**src/rtl/chopper_pkg.sv**
```systemverilog
// Shared definitions for the chopper array: channel state encoding, leg indices
// and the gate pattern each state drives onto an H-bridge.
package chopper_pkg;

  typedef enum logic [2:0] {
    IDLE     = 3'd0,
    BLANK    = 3'd1,
    ON       = 3'd2,
    OFF_FAST = 3'd3,
    OFF_SLOW = 3'd4
  } chop_state_t;

  localparam int LEG1 = 0;
  localparam int LEG2 = 1;

  typedef struct packed {
    logic [1:0] h;
    logic [1:0] l;
  } gates_t;

  // polarity=1 swaps which leg plays the "drive-high" role
  function automatic gates_t gate_pattern(input chop_state_t st, input logic pol);
    gates_t g;
    logic   a;
    logic   b;
    g = '0;
    a = pol ? 1'(LEG2) : 1'(LEG1);
    b = ~a;
    case (st)
      BLANK, ON: begin
        g.h[a] = 1'b1;
        g.l[b] = 1'b1;
      end
      OFF_FAST: begin
        g.h[b] = 1'b1;
        g.l[a] = 1'b1;
      end
      OFF_SLOW: g.l = 2'b11;
      default:  g = '0;
    endcase
    return g;
  endfunction

endpackage

```
**src/rtl/chopper_channel.sv**
```systemverilog
// One peak-current regulator: comparator synchroniser, blank/on/off FSM with
// blank, minimum-on and off timers, and the consecutive-short counter.
module chopper_channel
  import chopper_pkg::*;
#(
  parameter int OFF_W        = 10,
  parameter int BLANK_W      = 8,
  parameter int MINON_W      = 8,
  parameter int FAULT_CYCLES = 4
) (
  input  logic               clk,
  input  logic               reset,
  input  logic               run,
  input  logic [OFF_W-1:0]   config_offtime,
  input  logic [OFF_W-1:0]   config_fastdecay_threshold,
  input  logic [BLANK_W-1:0] config_blanktime,
  input  logic [MINON_W-1:0] config_minimum_on_time,
  input  logic               polarity,
  input  logic               analog_cmp,
  output chop_state_t        state,
  output logic               pol_q,
  output logic               cycle_done,
  output logic               short_hit
);

  localparam int SC_W = $clog2(FAULT_CYCLES + 1);

  logic               cmp_p0;
  logic               cmp_p1;
  logic [BLANK_W-1:0] blank_cnt;
  logic [MINON_W-1:0] minon_cnt;
  logic [OFF_W-1:0]   off_cnt;
  logic [SC_W-1:0]    short_cnt;
  logic               first_on;

  logic               blank_done;
  logic               minon_done;
  logic               off_done;
  logic               fast_all;
  logic [OFF_W-1:0]   fast_len;
  logic [OFF_W-1:0]   slow_len;

  function automatic logic [SC_W-1:0] sat_inc(input logic [SC_W-1:0] v);
    return (v >= SC_W'(FAULT_CYCLES)) ? v : v + SC_W'(1);
  endfunction

  // A counter loaded with N covers max(N,1) cycles: it is done once it reads 0 or 1.
  assign blank_done = (blank_cnt <= BLANK_W'(1));
  assign minon_done = (minon_cnt <= MINON_W'(1));
  assign off_done   = (off_cnt <= OFF_W'(1));
  assign fast_all   = (config_fastdecay_threshold >= config_offtime);
  assign fast_len   = fast_all ? config_offtime : config_fastdecay_threshold;
  assign slow_len   = config_offtime - config_fastdecay_threshold;
  assign short_hit  = (short_cnt >= SC_W'(FAULT_CYCLES));

  always_ff @(posedge clk or posedge reset) begin
    if (reset) begin
      state      <= IDLE;
      pol_q      <= 1'b0;
      cycle_done <= 1'b0;
      cmp_p0     <= 1'b0;
      cmp_p1     <= 1'b0;
      blank_cnt  <= '0;
      minon_cnt  <= '0;
      off_cnt    <= '0;
      short_cnt  <= '0;
      first_on   <= 1'b0;
    end else begin
      cmp_p0     <= analog_cmp;
      cmp_p1     <= cmp_p0;
      pol_q      <= polarity;
      cycle_done <= 1'b0;
      if (!run) begin
        state     <= IDLE;
        blank_cnt <= '0;
        minon_cnt <= '0;
        off_cnt   <= '0;
        short_cnt <= '0;
        first_on  <= 1'b0;
      end else if (state == IDLE || polarity != pol_q) begin
        // start-up and direction reversal both restart a fresh chop cycle
        state     <= BLANK;
        blank_cnt <= config_blanktime;
        minon_cnt <= config_minimum_on_time;
        first_on  <= 1'b0;
      end else begin
        if (!minon_done) minon_cnt <= minon_cnt - MINON_W'(1);
        case (state)
          BLANK: begin
            if (blank_done) begin
              state    <= ON;
              first_on <= 1'b1;
            end else begin
              blank_cnt <= blank_cnt - BLANK_W'(1);
            end
          end
          ON: begin
            first_on <= 1'b0;
            if (first_on) short_cnt <= cmp_p1 ? sat_inc(short_cnt) : '0;
            if (cmp_p1 && minon_done) begin
              if (config_fastdecay_threshold != '0) begin
                state   <= OFF_FAST;
                off_cnt <= fast_len;
              end else begin
                state   <= OFF_SLOW;
                off_cnt <= config_offtime;
              end
            end
          end
          OFF_FAST: begin
            if (!off_done) begin
              off_cnt <= off_cnt - OFF_W'(1);
            end else if (fast_all) begin
              state      <= BLANK;
              blank_cnt  <= config_blanktime;
              minon_cnt  <= config_minimum_on_time;
              cycle_done <= 1'b1;
            end else begin
              state   <= OFF_SLOW;
              off_cnt <= slow_len;
            end
          end
          OFF_SLOW: begin
            if (!off_done) begin
              off_cnt <= off_cnt - OFF_W'(1);
            end else begin
              state      <= BLANK;
              blank_cnt  <= config_blanktime;
              minon_cnt  <= config_minimum_on_time;
              cycle_done <= 1'b1;
            end
          end
          default: state <= IDLE;
        endcase
      end
    end
  end

endmodule

```
**src/rtl/chopper_array.sv**
```systemverilog
// N-channel peak-current chopper: per-channel regulators, shared short-fault
// latch and registered gate outputs. Define CHOPPER_DEADTIME_EN for dead-time insertion.
module chopper_array
  import chopper_pkg::*;
#(
  parameter int NCH          = 2,
  parameter int OFF_W        = 10,
  parameter int BLANK_W      = 8,
  parameter int MINON_W      = 8,
  parameter int FAULT_CYCLES = 4
) (
  input  logic                 clk,
  input  logic                 reset,
  input  logic                 enable,
  input  logic [OFF_W-1:0]     config_offtime,
  input  logic [OFF_W-1:0]     config_fastdecay_threshold,
  input  logic [BLANK_W-1:0]   config_blanktime,
  input  logic [MINON_W-1:0]   config_minimum_on_time,
  input  logic [3:0]           config_deadtime,
  input  logic [NCH-1:0]       polarity,
  input  logic [NCH-1:0]       analog_cmp,
  output logic [2*NCH-1:0]     drive_h,
  output logic [2*NCH-1:0]     drive_l,
  output logic [3*NCH-1:0]     chop_state,
  output logic [NCH-1:0]       cycle_done,
  output logic                 faultn
);

  chop_state_t      st [NCH];
  gates_t           pat [NCH];
  logic [NCH-1:0]   pol_q;
  logic [NCH-1:0]   short_hit;
  logic             fault_latch;
  logic             run;
  logic [2*NCH-1:0] gate_h_p1;
  logic [2*NCH-1:0] gate_l_p1;

  // a channel reaching the short limit stops every channel in the same cycle it latches
  assign run    = enable && !(fault_latch || (|short_hit));
  assign faultn = ~fault_latch;

  for (genvar i = 0; i < NCH; i++) begin : g_ch
    chopper_channel #(
      .OFF_W        (OFF_W),
      .BLANK_W      (BLANK_W),
      .MINON_W      (MINON_W),
      .FAULT_CYCLES (FAULT_CYCLES)
    ) u_ch (
      .clk                        (clk),
      .reset                      (reset),
      .run                        (run),
      .config_offtime             (config_offtime),
      .config_fastdecay_threshold (config_fastdecay_threshold),
      .config_blanktime           (config_blanktime),
      .config_minimum_on_time     (config_minimum_on_time),
      .polarity                   (polarity[i]),
      .analog_cmp                 (analog_cmp[i]),
      .state                      (st[i]),
      .pol_q                      (pol_q[i]),
      .cycle_done                 (cycle_done[i]),
      .short_hit                  (short_hit[i])
    );
    assign chop_state[3*i +: 3] = st[i];
    assign pat[i]               = gate_pattern(st[i], pol_q[i]);
  end

  always_ff @(posedge clk or posedge reset) begin
    if (reset)               fault_latch <= 1'b0;
    else if (!enable)        fault_latch <= 1'b0;
    else if (|short_hit)     fault_latch <= 1'b1;
  end

  // gate stage: one cycle behind the state registers
  always_ff @(posedge clk or posedge reset) begin
    if (reset) begin
      gate_h_p1 <= '0;
      gate_l_p1 <= '0;
    end else begin
      for (int i = 0; i < NCH; i++) begin
        gate_h_p1[2*i +: 2] <= pat[i].h;
        gate_l_p1[2*i +: 2] <= pat[i].l;
      end
    end
  end

`ifdef CHOPPER_DEADTIME_EN
  logic [2*NCH-1:0][3:0] h_off;
  logic [2*NCH-1:0][3:0] l_off;
  logic [3:0]            dt_min;

  assign dt_min = (config_deadtime == 4'd0) ? 4'd1 : config_deadtime;

  // turn-off passes straight through; turn-on waits for the partner gate's idle count
  for (genvar j = 0; j < 2*NCH; j++) begin : g_dt
    assign drive_h[j] = gate_h_p1[j] && (l_off[j] >= dt_min);
    assign drive_l[j] = gate_l_p1[j] && (h_off[j] >= dt_min);
  end

  always_ff @(posedge clk or posedge reset) begin
    if (reset) begin
      h_off <= '0;
      l_off <= '0;
    end else begin
      for (int j = 0; j < 2*NCH; j++) begin
        h_off[j] <= drive_h[j] ? 4'd0 : ((h_off[j] == 4'hf) ? h_off[j] : h_off[j] + 4'd1);
        l_off[j] <= drive_l[j] ? 4'd0 : ((l_off[j] == 4'hf) ? l_off[j] : l_off[j] + 4'd1);
      end
    end
  end
`else
  logic deadtime_unused;
  assign deadtime_unused = ^config_deadtime;
  assign drive_h         = gate_h_p1;
  assign drive_l         = gate_l_p1;
`endif

endmodule

```
**config.mk**
```make
export PLATFORM = sky130hd
export DESIGN_NAME = chopper_array
export DESIGN_NICKNAME = d
export VERILOG_FILES = /design/src/rtl/chopper_pkg.sv /design/src/rtl/chopper_channel.sv /design/src/rtl/chopper_array.sv
export SDC_FILE = /design/constraint.sdc
export NUM_CORES = 1
export LEC_CHECK = 0
export ABC_CLOCK_PERIOD_IN_PS = 4019
export BUFFER_PORTS_ARGS = -buffer_cell sky130_fd_sc_hd__buf_4
export CORE_UTILIZATION = 55
export DETAILED_ROUTE_END_ITERATION = 6
export GPL_ROUTABILITY_DRIVEN = 0
export PLACE_DENSITY = 0.86
export SLEW_MARGIN = 5
export SYNTH_ARGS = -nofsm -noshare
export SYNTH_HDL_FRONTEND = slang
export SYNTH_SLANG_ARGS = --single-unit
```
**constraint.sdc**
```tcl
create_clock -name clk -period 4.02 [get_ports clk]
set_input_delay 0.804 -clock clk [delete_from_list [all_inputs] [get_ports clk]]
set_output_delay 0.804 -clock clk [all_outputs]
set_load 0.005 [all_outputs]
```
After elaboration in Yosys (flattened, before gate mapping)
Cells that the tools add are included.
{ "op_classes": {"addsub": 9, "magnitude_cmp": 17, "eq_ne": 43, "n_mux": 105, "bitwise_logic": 3, "reduce_logical": 27} }
{ "ops": {"columns": ["operator", "n"], "rows": [
  ["two-way mux 8 bit", 23],
  ["two-way mux 10 bit", 13],
  ["two-way mux 3 bit", 26],
  ["one-hot mux 10 bit (3 select lines)", 2],
  ["one-hot mux 8 bit (3 select lines)", 2],
  ["!= test 4 bit, second input constant", 11],
  ["less-or-equal comparator 8 x 1 -> 1 bit, second input constant", 4],
  ["one-hot mux 8 bit (2 select lines)", 2],
  ["subtractor 8 x 1 -> 8 bit, second input constant", 4],
  ["one-hot mux 3 bit (4 select lines)", 2],
  ["two-way mux 1 bit", 23],
  ["less-or-equal comparator 10 x 1 -> 1 bit, second input constant", 2],
  ["AND reduction 5 bit", 4],
  ["subtractor 10 x 1 -> 10 bit, second input constant", 2],
  ["!= test 4 x 2 -> 1 bit, second input constant", 4],
  ["AND reduction 4 bit", 4],
  ["!= test 3 bit, second input constant", 5],
  ["equality test 3 x 2 -> 1 bit, second input constant", 4],
  ["one-hot mux 2 bit (3 select lines)", 2],
  ["greater-or-equal comparator 10 bit", 1],
  ["nonzero test 10 bit", 1],
  ["subtractor 10 bit", 1],
  ["less-than comparator 1 x 2 -> 1 bit, second input constant", 4],
  ["!= test 2 bit, second input constant", 4],
  ["22 further kinds", 54]
]} }
{ "totals": {"reg_bits": 83, "inputBits": 47} }

Logic depth before layout (Yosys ltp)
Gate-level depths: netlist of run 1.
{ "depth": {"depth_word": 7, "mapped_depth": 13, "depth_no_buf": 11} }

Hierarchy
From an unflattened synthesis of run 1, not the netlist that was laid out.
{ "unflattened": {"hier_cells": 771, "area_unflattened_um2": 6670.1} }
{ "modules_own_cells": {"columns": ["mod", "instances", "cells_each", "area_per_inst_um2"], "rows": [
  ["chopper_channel at g_ch[1].u_ch", 1, 371, 3131.8],
  ["chopper_channel at g_ch[0].u_ch", 1, 366, 3128.0],
  ["chopper_array", 1, 34, 410.4]
]} }

Worst setup path after synthesis of run 1
Ideal clock, no wire load.
{ "synth_path": {"path_type": "in2reg", "start": "input port config_offtime[0]", "end": "register g_ch[1].u_ch.off_cnt[7]", "setup_ps": 122, "t_arrival_ps": 3256, "t_required_ps": 3898, "slack_ps": 642, "cell_stages": 11, "cell_sequence": "inv_1 ha_1 inv_1 fa_1 a21o_1 a221oi_1 o21ai_1 nand2_1 mux2_2 nand2b_1 a32o_1"} }
{ "synth_via": {"elab_chain_len": 7, "elab_cells_between_ends": 12} }
{ "synth_lines": {"columns": ["item", "line_no", "rtl"], "rows": [
  ["from (decl)", "chopper_array.sv:15", "input logic [OFF_W-1:0] config_offtime,"],
  ["greater-or-equal comparator 10 bit", "chopper_channel.sv:51", "assign fast_all = (config_fastdecay_threshold >= config_offtime);"],
  ["two-way mux 10 bit", "chopper_channel.sv:52", "assign fast_len = fast_all ? config_offtime : config_fastdecay_threshold;"],
  ["two-way mux 10 bit", "chopper_channel.sv:101", "if (config_fastdecay_threshold != '0) begin"],
  ["two-way mux 10 bit", "chopper_channel.sv:100", "if (cmp_p1 && minon_done) begin"],
  ["one-hot mux 10 bit (3 select lines)", "chopper_channel.sv:88", "case (state)"],
  ["two-way mux 10 bit", "chopper_channel.sv:80", "end else if (state == IDLE || polarity != pol_q) begin"],
  ["two-way mux 10 bit", "chopper_channel.sv:73", "if (!run) begin"],
  ["to (signal assigned)", "chopper_channel.sv:103", "off_cnt <= fast_len;"],
  ["to (signal assigned)", "chopper_channel.sv:106", "off_cnt <= config_offtime;"],
  ["to (signal assigned)", "chopper_channel.sv:112", "off_cnt <= off_cnt - OFF_W'(1);"],
  ["to (decl)", "chopper_channel.sv:32", "logic [OFF_W-1:0] off_cnt;"]
]} }
Parallel ways exist; a longest one is shown, timed or not. The select of a mux whose other input is x is not followed.
A chain may end at the register's enable or synchronous reset.

Worst setup path after layout of run 1
{ "layout_path": {"start": "input port config_offtime[0]", "end": "register g_ch[1].u_ch.off_cnt[8]"} }
Same word-level chain as after synthesis.

==> results of run 1 <==
critical path, stage by stage:
cell	delay, ns
buf_4	0.11
inv_1	0.10
ha_1	0.16
inv_1	0.06
fa_1	0.42
a21o_1	0.20
a221oi_1	0.40
o21ai_1	0.17
nand2_1	0.29
buf_4	0.22
mux2i_1	0.34
a21oi_1	0.13
a22o_1	0.22
layout make-up:
type	instances	area share [%]
clock inverter	3	0.365
tap	133	2.56
inverter	39	2.27
multi-input combinational	532	52.2
sequential	83	31.9
timing repair buffer	74	8.53
clock buffer	12	2.23
per-layer routing:
layer / share of wire (%) / up-vias
met1: 42 / 2591
met2: 47 / 268
met5: 0 / -
met3: 7.1 / 50
li1: - / 2582
met4: 3.7 / 0
flip-flops by register name, summed over array words and instances (netlist names):
name and cells:
drive_l 4, g_ch.u_ch.state 6, g_ch.u_ch.cycle_done 2, g_ch.u_ch.short_cnt 6, g_ch.u_ch.first_on 2, fault_latch 1
g_ch.u_ch.cmp_p1 2, g_ch.u_ch.pol_q 2, g_ch.u_ch.minon_cnt 16, g_ch.u_ch.off_cnt 20, g_ch.u_ch.cmp_p0 2, g_ch.u_ch.blank_cnt 16
drive_h 4
power breakdown:
group	total [mW]	internal, mW	switching, mW
Combinational	0.759	0.321	0.438
Clock	0.542	0.241	0.301
Sequential	0.995	0.908	0.0866
synthesized netlist by cell type (8+ instances only):
cell type / number
or3_1: 10
o21ai_1: 15
xor2_1: 15
dfrtp_1: 83
o21ai_0: 37
a31oi_1: 8
a21oi_1: 60
inv_1: 39
clkbuf_1: 19
nor2_1: 86
nand2_1: 52
mux2i_1: 13
a22o_1: 8
ha_1: 25
nor3_1: 22
a221oi_1: 10
nor4_1: 13
nand3_1: 12
xnor2_1: 23
worst paths after layout:
kind	start	endpoint	slack, ns	cells after the start
worst max-delay path	config_offtime[0]	g_ch[1].u_ch.off_cnt[8]	0.66	13
worst min-delay path	g_ch[1].u_ch.cmp_p0	g_ch[1].u_ch.cmp_p1	0.36	0
worst max register to register	g_ch[1].u_ch.minon_cnt[5]	g_ch[1].u_ch.off_cnt[7]	0.97	6
worst min register to register	g_ch[1].u_ch.cmp_p0	g_ch[1].u_ch.cmp_p1	0.36	0
max in group asynchronous	reset	g_ch[1].u_ch.off_cnt[1]	2.86	3
min in group asynchronous	reset	g_ch[1].u_ch.minon_cnt[3]	0.39	2
cell families after synthesis:
family | after synthesis | share of synthesized area [%]
mux | 17 | 3.05
compound gates | 201 | 22.5
xor+xnor | 38 | 5.79
simple gates | 250 | 22.0
buf+inv | 65 | 4.70
flops | 83 | 36.2
fa+ha+maj | 26 | 5.79
through the flow:
step           area, µm²  cells
2_1_floorplan       5740    680
5_1_grt             6510    876
6_report            6510    876
4_1_cts             6510    876
3_3_place_gp        6340    861
3_5_place_dp        6340    861
==> flow_metrics.tcl, run 1 <==
set metrics [dict create \
    final_cell_mix "86 x nor2_1, 83 x dfrtp_1, 74 x buf_4" \
    path_max_fanout 6 \
    area.growth.synth_to_final_pct 13.4 \
    slew_headroom_pct 39.1 \
    drt_iter0_drc 492 \
    wl_per_cell_um 17.3 \
    synth_seq_cells 83 \
    busiest_layer "met2" \
    final_util_pct 65.4 \
    ys_warn_count 0 \
    cts_hold_repair.buffers 0 \
    cts.clk_slew.worst_paths_ns 0.09 \
    via_per_inst 6.27 \
    grt_max_degree 35 \
    p_leak_nw 2.93 \
    first_pass_iters 7 \
    finalMaxSlewViolations 0 \
    synth_edf_count 0 \
    setup_ws_ns 0.660 \
    tns_ns 0 \
    min_period_ns 3.36 \
    diodes 0 \
    cts_buffers 9 \
    ios 64 \
    routed_wl_mm 15.2 \
    p_per_area_nw_per_um2 352 \
    row_count 36 \
    yosysSeqAreaShare_pct 36.2 \
    mostFrequentLayoutCell "nor2_1" \
    grt_pass1_wl_mm 24.6 \
    antenna_found_initial 0 \
    required_ns 4.28 \
    syn_area_um2 5740 \
    synth_cells 680 \
    grt_pass1_vias 5178 \
    synthFlopType "dfrtp_1" \
    drive_above_1_share_pct 15.3 \
    core_um2 9950 \
    ant_nets 0 \
    die_w_um 104 \
    synth.distinct_cells 63 \
    ctsHtreeMaxLevel 3 \
    initial_core_util_pct 57.7 \
    peakVddDrop_mv 0.217 \
    hold_ws_ns 0.357 \
    grtUsageTotal_pct 28.2 \
    nets 812 \
    die_h_um 104 \
    syn_area_per_cell_um2 8.45 \
    fmax_mhz 298 \
    cts.path.max_buffers 2 \
    cts.sinks 83 \
    power.total_mw 2.30 \
    dieArea_um2 10900 \
    hold_path_class "reg2reg" \
    cts_tree "yes" \
    ctsResizeCount 0 \
    critPathKind "in2reg" \
    synth_top_area_share_pct 36.2 \
    place.port_buffers 59 \
    rsz0062_at_grt "false" \
    vias 5491 \
    use_met2_pct 45.0 \
    place_ws_ns 0.386 \
    hold_viol_final 0 \
    cts_setup_buffers 0 \
    multiInputGateArea_um2 3400 \
    max_cap_viol_count 0 \
    drc 0 \
    setup_violations 0 \
    critical_path.startpoint_type "input pin" \
    ys_async_sr_fraction_pct 100 \
    critPathCaptureType "flip-flop" \
    root_buffer "clkbuf_8" \
    gr-total-overflow 0 \
    synthTopCellsByArea "dfrtp_1 36%, nor2_1 5.6%, ha_1 5.4%, a21oi_1 5.2%, xnor2_1 3.5%" \
    grt.met3_usage_pct 5.01 \
    synth_nets 753 \
    final.setup_skew_ns 0.0146 \
    clkLatencyLatePin_ns 0.37 \
    seq_area_um2 2080 \
    cp_data_arrival_time_ns 3.62 \
    final.period_utilization_pct 83.6 \
    status "finished clean" \
    dp_hpwl_mm 11.5 \
    worstMarginPinSlew_ns 0.905 \
    met1_usage_pct 36.9 \
    synth_top_cell_by_area "dfrtp_1" \
    fillers 787 \
]
(Power assumes the default switching activity.)
==> run 2: changes to the inputs <==
--- a/config.mk
+++ b/config.mk
@@ -5,7 +5,7 @@
 export SDC_FILE = /design/constraint.sdc
 export NUM_CORES = 1
 export LEC_CHECK = 0
-export ABC_CLOCK_PERIOD_IN_PS = 4019
+export ABC_CLOCK_PERIOD_IN_PS = 3500
 export BUFFER_PORTS_ARGS = -buffer_cell sky130_fd_sc_hd__buf_4
 export CORE_UTILIZATION = 55
 export DETAILED_ROUTE_END_ITERATION = 6
==> constraint.sdc (replaced) <==
create_clock -name clk -period 3.5 [get_ports clk]
set_input_delay 0.7 -clock clk [delete_from_list [all_inputs] [get_ports clk]]
set_output_delay 0.7 -clock clk [all_outputs]
set_load 0.005 [all_outputs]
==> flow_metrics.tcl, run 2 (synthesized netlist as in run 1, its figures left out) <==
set metrics [dict create \
    status "finished clean" \
    die_h_um 104 \
    slowest_stage "a221oi_1" \
    final.setup_skew_ns 0.0129 \
    root_buffer "clkbuf_8" \
    p_per_area_nw_per_um2 404 \
    slew_headroom_pct 51.2 \
    multiInputGateArea_um2 3400 \
    top_register "g_ch.u_ch.off_cnt" \
    cp_data_arrival_time_ns 3.47 \
    nets 815 \
    critPathCaptureType "flip-flop" \
    vias 5552 \
    max_stage_delay_ns 0.43 \
    dp.cells 864 \
    critPathKind "in2reg" \
    seq_area_um2 2080 \
    cts_hold_repair.buffers 0 \
    rsz0062_at_grt "false" \
    fillers 815 \
    hold_viol_final 0 \
    max_cap_viol_count 0 \
    cts_setup_buffers 0 \
    routed_wl_mm 15.2 \
    die_w_um 104 \
    setup_violations 0 \
    drc 0 \
    tns_ns 0 \
    final_cell_mix "86 x nor2_1, 83 x dfrtp_1, 76 x buf_4" \
    cts.sinks 83 \
    hold_ws_ns 0.355 \
    grtUsageTotal_pct 28.8 \
    row_count 36 \
    first_pass_iters 5 \
    ctsResizeCount 0 \
    cts.path.max_buffers 2 \
    initial_core_util_pct 57.7 \
    via_per_inst 6.31 \
    final.period_utilization_pct 90.7 \
    path_buf_inv 4 \
    wl_per_cell_um 17.2 \
    peakVddDrop_mv 0.251 \
    place.port_buffers 59 \
    setup_ws_ns 0.327 \
    worstMarginPinSlew_ns 0.732 \
    ant_nets 0 \
    cts_tree "yes" \
    clkLatencyLatePin_ns 0.38 \
    antenna_found_initial 0 \
    path_cells "buf_4 -> inv_1 -> ha_1 -> inv_1 -> fa_1 -> a21o_1 -> a221oi_1 -> o21ai_1 -> buf_4 -> and2_1 -> o221a_2 -> nand2b_1 -> o21ai_1" \
    dp_hpwl_mm 11.5 \
    diodes 0 \
    cts_buffers 9 \
    fmax_mhz 315 \
    hold_path_class "reg2reg" \
    final_cells 880 \
    area.growth.synth_to_final_pct 14.0 \
    required_ns 3.80 \
    reg_top3 "g_ch.u_ch.off_cnt: 20 flops, g_ch.u_ch.blank_cnt: 16 flops, g_ch.u_ch.minon_cnt: 16 flops" \
    grt_pass1_wl_mm 25.1 \
    ios 64 \
    final_util_pct 65.8 \
    dieArea_um2 10900 \
    grt_max_degree 43 \
    cpLargestDelayFamily "compound AO/OA/AOI/OAI gates" \
    core_um2 9950 \
    path_max_fanout 11 \
    mostFrequentLayoutCell "nor2_1" \
    critical_path.startpoint_type "input pin" \
    gr-total-overflow 0 \
    min_period_ns 3.17 \
    finalMaxSlewViolations 0 \
    largest_reg_flops 20 \
    drt_iter0_drc 401 \
    cts.clk_slew.worst_paths_ns 0.09 \
    ctsHtreeMaxLevel 3 \
    p_leak_nw 2.96 \
    place_ws_ns -0.0342 \
    grt_pass1_vias 5372 \
    drive_above_1_share_pct 15.9 \
]
==> run 2: cell count changes in the layout (fill, tap and decap cells not counted), sizes merged <==
cell / change
clkbuf: -2
clkinvlp: -2
clkinv: +5
buf: +3
==> run 2: worst reg2reg max path, stage by stage (launching register included) <==
cell       delay, ns
dfrtp_1         0.48
inv_1           0.11
ha_1            0.27
o21bai_1        0.22
or3_1           0.28
nand2_1         0.09
a221oi_1        0.44
a2bb2oi_1       0.41
buf_4           0.26
o211ai_1        0.11
o211a_1         0.15
==> run 2: path summary, 6_finish.rpt <==
| path | start | endpoint | slack (ns) | cells past startpoint |
|---|---|---|---|---|
| worst min-delay path | g_ch[1].u_ch.cmp_p0 | g_ch[1].u_ch.cmp_p1 | 0.35 | 0 |
| max in group asynchronous | reset | g_ch[1].u_ch.blank_cnt[1] | 2.41 | 3 |
| min in group asynchronous | reset | g_ch[1].u_ch.minon_cnt[4] | 0.42 | 2 |
| worst max register to register | g_ch[0].u_ch.off_cnt[0] | g_ch[0].u_ch.off_cnt[5] | 0.56 | 10 |
| worst max-delay path | config_offtime[0] | g_ch[0].u_ch.blank_cnt[3] | 0.33 | 13 |
| worst min register to register | g_ch[1].u_ch.cmp_p0 | g_ch[1].u_ch.cmp_p1 | 0.35 | 0 |
==> run 2: final cells by class <==
class | instances | area share [%]
inverters | 39 | 2.25
well taps | 133 | 2.54
clock inverters | 6 | 0.631
clock buffers | 10 | 1.95
flip-flops and latches | 83 | 31.7
multi-input cells | 532 | 51.9
repair buffers | 77 | 9.02
==> run 2: per-stage QoR <==
| step | power (mW) | cell area (µm²) |
|---|---|---|
| 2_1_floorplan | 1.75 | 5740 |
| 3_3_place_gp | 1.97 | 6380 |
| 3_5_place_dp | 2.02 | 6380 |
| 4_1_cts | 2.64 | 6550 |
| 5_1_grt | 2.79 | 6550 |
| 6_report | 2.64 | 6550 |
==> run 2: per-layer routing <==
metal / GRT usage [%] / part of all wire, % / wire length [µm]
met5: 0 / 0 / 0
met4: 13.0 / 3.6 / 552
met3: 6.70 / 6.9 / 1050
met2: 48.2 / 49 / 7360
met1: 35.2 / 41 / 6210
==> run 2: power by group <==
| part | internal [mW] | leakage, nW | switching [mW] |
|---|---|---|---|
| Clock | 0.259 | 0.0904 | 0.362 |
| Combinational | 0.376 | 1.78 | 0.505 |
| Sequential | 1.04 | 1.09 | 0.0988 |
==> run 3: changes to the inputs <==
--- a/config.mk
+++ b/config.mk
@@ -7,10 +7,10 @@
 export LEC_CHECK = 0
 export ABC_CLOCK_PERIOD_IN_PS = 3500
 export BUFFER_PORTS_ARGS = -buffer_cell sky130_fd_sc_hd__buf_4
-export CORE_UTILIZATION = 55
+export CORE_UTILIZATION = 60
 export DETAILED_ROUTE_END_ITERATION = 6
 export GPL_ROUTABILITY_DRIVEN = 0
-export PLACE_DENSITY = 0.86
+export PLACE_DENSITY = 0.91
 export SLEW_MARGIN = 5
 export SYNTH_ARGS = -nofsm -noshare
 export SYNTH_HDL_FRONTEND = slang
==> flow_metrics.tcl, run 3 (synthesized netlist as in run 1, its figures left out) <==
set metrics [dict create \
    status "finished clean" \
    routed_wl_mm 15.3 \
    slew_headroom_pct 48.3 \
    max_cap_viol_count 0 \
    rsz0062_at_grt "false" \
    dieArea_um2 9970 \
    die_h_um 99.8 \
    via_per_inst 6.42 \
    place_ws_ns -0.0986 \
    cts_hold_repair.buffers 0 \
    r2r_slack_ns 0.60 \
    cts.sinks 83 \
    setup_violations 0 \
    dp_hpwl_mm 11.4 \
    mostFrequentLayoutCell "nor2_1" \
    fmax_mhz 303 \
    initial_core_util_pct 62.2 \
    drc 0 \
    nets 817 \
    die_w_um 99.8 \
    drt_iter0_drc 556 \
    grtUsageTotal_pct 31.4 \
    ant_nets 0 \
    peakVddDrop_mv 0.210 \
    critPathCaptureType "flip-flop" \
    ios 64 \
    final_cell_area_um2 6590 \
    grt_max_degree 34 \
    setup_ws_ns 0.204 \
    cp_data_arrival_time_ns 3.56 \
    area.growth.synth_to_final_pct 14.7 \
    cts.clk_slew.worst_paths_ns 0.09 \
    row_count 35 \
    grt_pass1_vias 5354 \
    core_um2 9240 \
    cts.path.max_buffers 2 \
    min_period_ns 3.30 \
    grt_pass1_wl_mm 24.9 \
    hold_viol_final 0 \
    worstMarginPinSlew_ns 0.767 \
    cts_tree "yes" \
    path_buf_inv 4 \
    placedInstanceArea_um2 6380 \
    ctsResizeCount 0 \
    antenna_found_initial 0 \
    hold_path_class "in2async" \
    final.setup_skew_ns 0.0108 \
    max_stage_delay_ns 0.40 \
    reg_top3 "g_ch.u_ch.off_cnt: 20 flops, g_ch.u_ch.blank_cnt: 16 flops, g_ch.u_ch.minon_cnt: 16 flops" \
    vias 5637 \
    first_pass_iters 7 \
    wl_per_cell_um 17.4 \
    critical_path.startpoint_type "input pin" \
    critPathKind "in2reg" \
    r2r_start "g_ch[1].u_ch.off_cnt[5]" \
    final.period_utilization_pct 94.2 \
    ctsHtreeMaxLevel 3 \
    final_cell_mix "86 x nor2_1, 83 x dfrtp_1, 79 x buf_4" \
    largest_reg_flops 20 \
    cpLargestDelayFamily "compound AO/OA/AOI/OAI gates" \
    top_register "g_ch.u_ch.off_cnt" \
    r2r_cells 8 \
    drive_above_1_share_pct 16.3 \
    slowest_stage "fa_1" \
    cts_setup_buffers 0 \
    diodes 0 \
    rr_endpoint "g_ch[1].u_ch.blank_cnt[0]" \
    root_buffer "clkbuf_8" \
    cts_buffers 9 \
    place.port_buffers 59 \
    path_cells "buf_4 -> inv_1 -> ha_1 -> inv_1 -> fa_1 -> a21o_1 -> a221oi_1 -> o21ai_1 -> nand2_1 -> buf_4 -> mux2i_1 -> o21ai_0 -> a32o_1" \
    finalMaxSlewViolations 0 \
    gr-total-overflow 0 \
    p_leak_nw 2.98 \
    p_per_area_nw_per_um2 420 \
    clkLatencyLatePin_ns 0.37 \
    required_ns 3.77 \
    path_max_fanout 6 \
]
-- run 3: cell count changes in the layout (fill, tap and decap cells not counted), sizes merged --
cell	previous run	this run
buf	77	79
bufinv	0	1
clkbuf	10	11
clkinv	6	3
clkinvlp	0	1
-- run 3: layout make-up --
type	instances	area, µm²
clock inverter	5	60.1
inverter	39	148
fill	673	2650
sequential	83	2080
timing repair buffer	79	593
tap	129	161
clock buffer	11	151
multi-input combinational	532	3400
-- run 3: layer usage --
layer	part of all wire, %	global-route usage [%]	vias up	wire (µm)
met4	4.0	15.5	0	618
li1	-	-	2591	-
met2	48	51.6	322	7310
met5	0	0	-	0
met1	40	40.0	2661	6120
met3	8.0	5.92	63	1230
-- run 3: stage by stage --
| stage | power, mW | util, % | std cells | hold WS, ns | TNS, ns |
|---|---|---|---|---|---|
| detailed placement | 2.02 | 69.0 | 862 | 0.336 | -0.917 |
| global placement | 1.97 | 69.0 | 862 | 0.337 | 0 |
| finish | 2.77 | 71.3 | 878 | 0.285 | 0 |
| CTS | 2.75 | 71.3 | 878 | 0.291 | 0 |
| global route | 2.90 | 71.3 | 878 | 0.308 | 0 |
| floorplan | 1.75 | - | 680 | 0.331 | 0 |
-- run 3: worst max path at each step --
stage | from | to | slack (ns) | cells past startpoint
floorplan | config_offtime[0] | g_ch[1].u_ch.off_cnt[7] | 0.23 | 11
global placement | config_offtime[0] | g_ch[0].u_ch.blank_cnt[5] | 0.01 | 13
detailed placement | config_offtime[0] | g_ch[0].u_ch.blank_cnt[2] | -0.1 | 13
CTS | config_offtime[0] | g_ch[0].u_ch.blank_cnt[2] | 0.27 | 13
global route | config_offtime[0] | g_ch[0].u_ch.blank_cnt[4] | 0.02 | 13
finish | config_offtime[0] | g_ch[1].u_ch.off_cnt[9] | 0.20 | 13
-- run 3: report_power, final --
| part | leakage (nW) | internal, mW | switching (mW) | total (mW) |
|---|---|---|---|---|
| combinational | 1.78 | 0.375 | 0.511 | 0.886 |
| clock | 0.106 | 0.371 | 0.366 | 0.737 |
| sequential | 1.09 | 1.04 | 0.0996 | 1.14 |
| total | 2.98 | 1.79 | 0.977 | 2.77 |
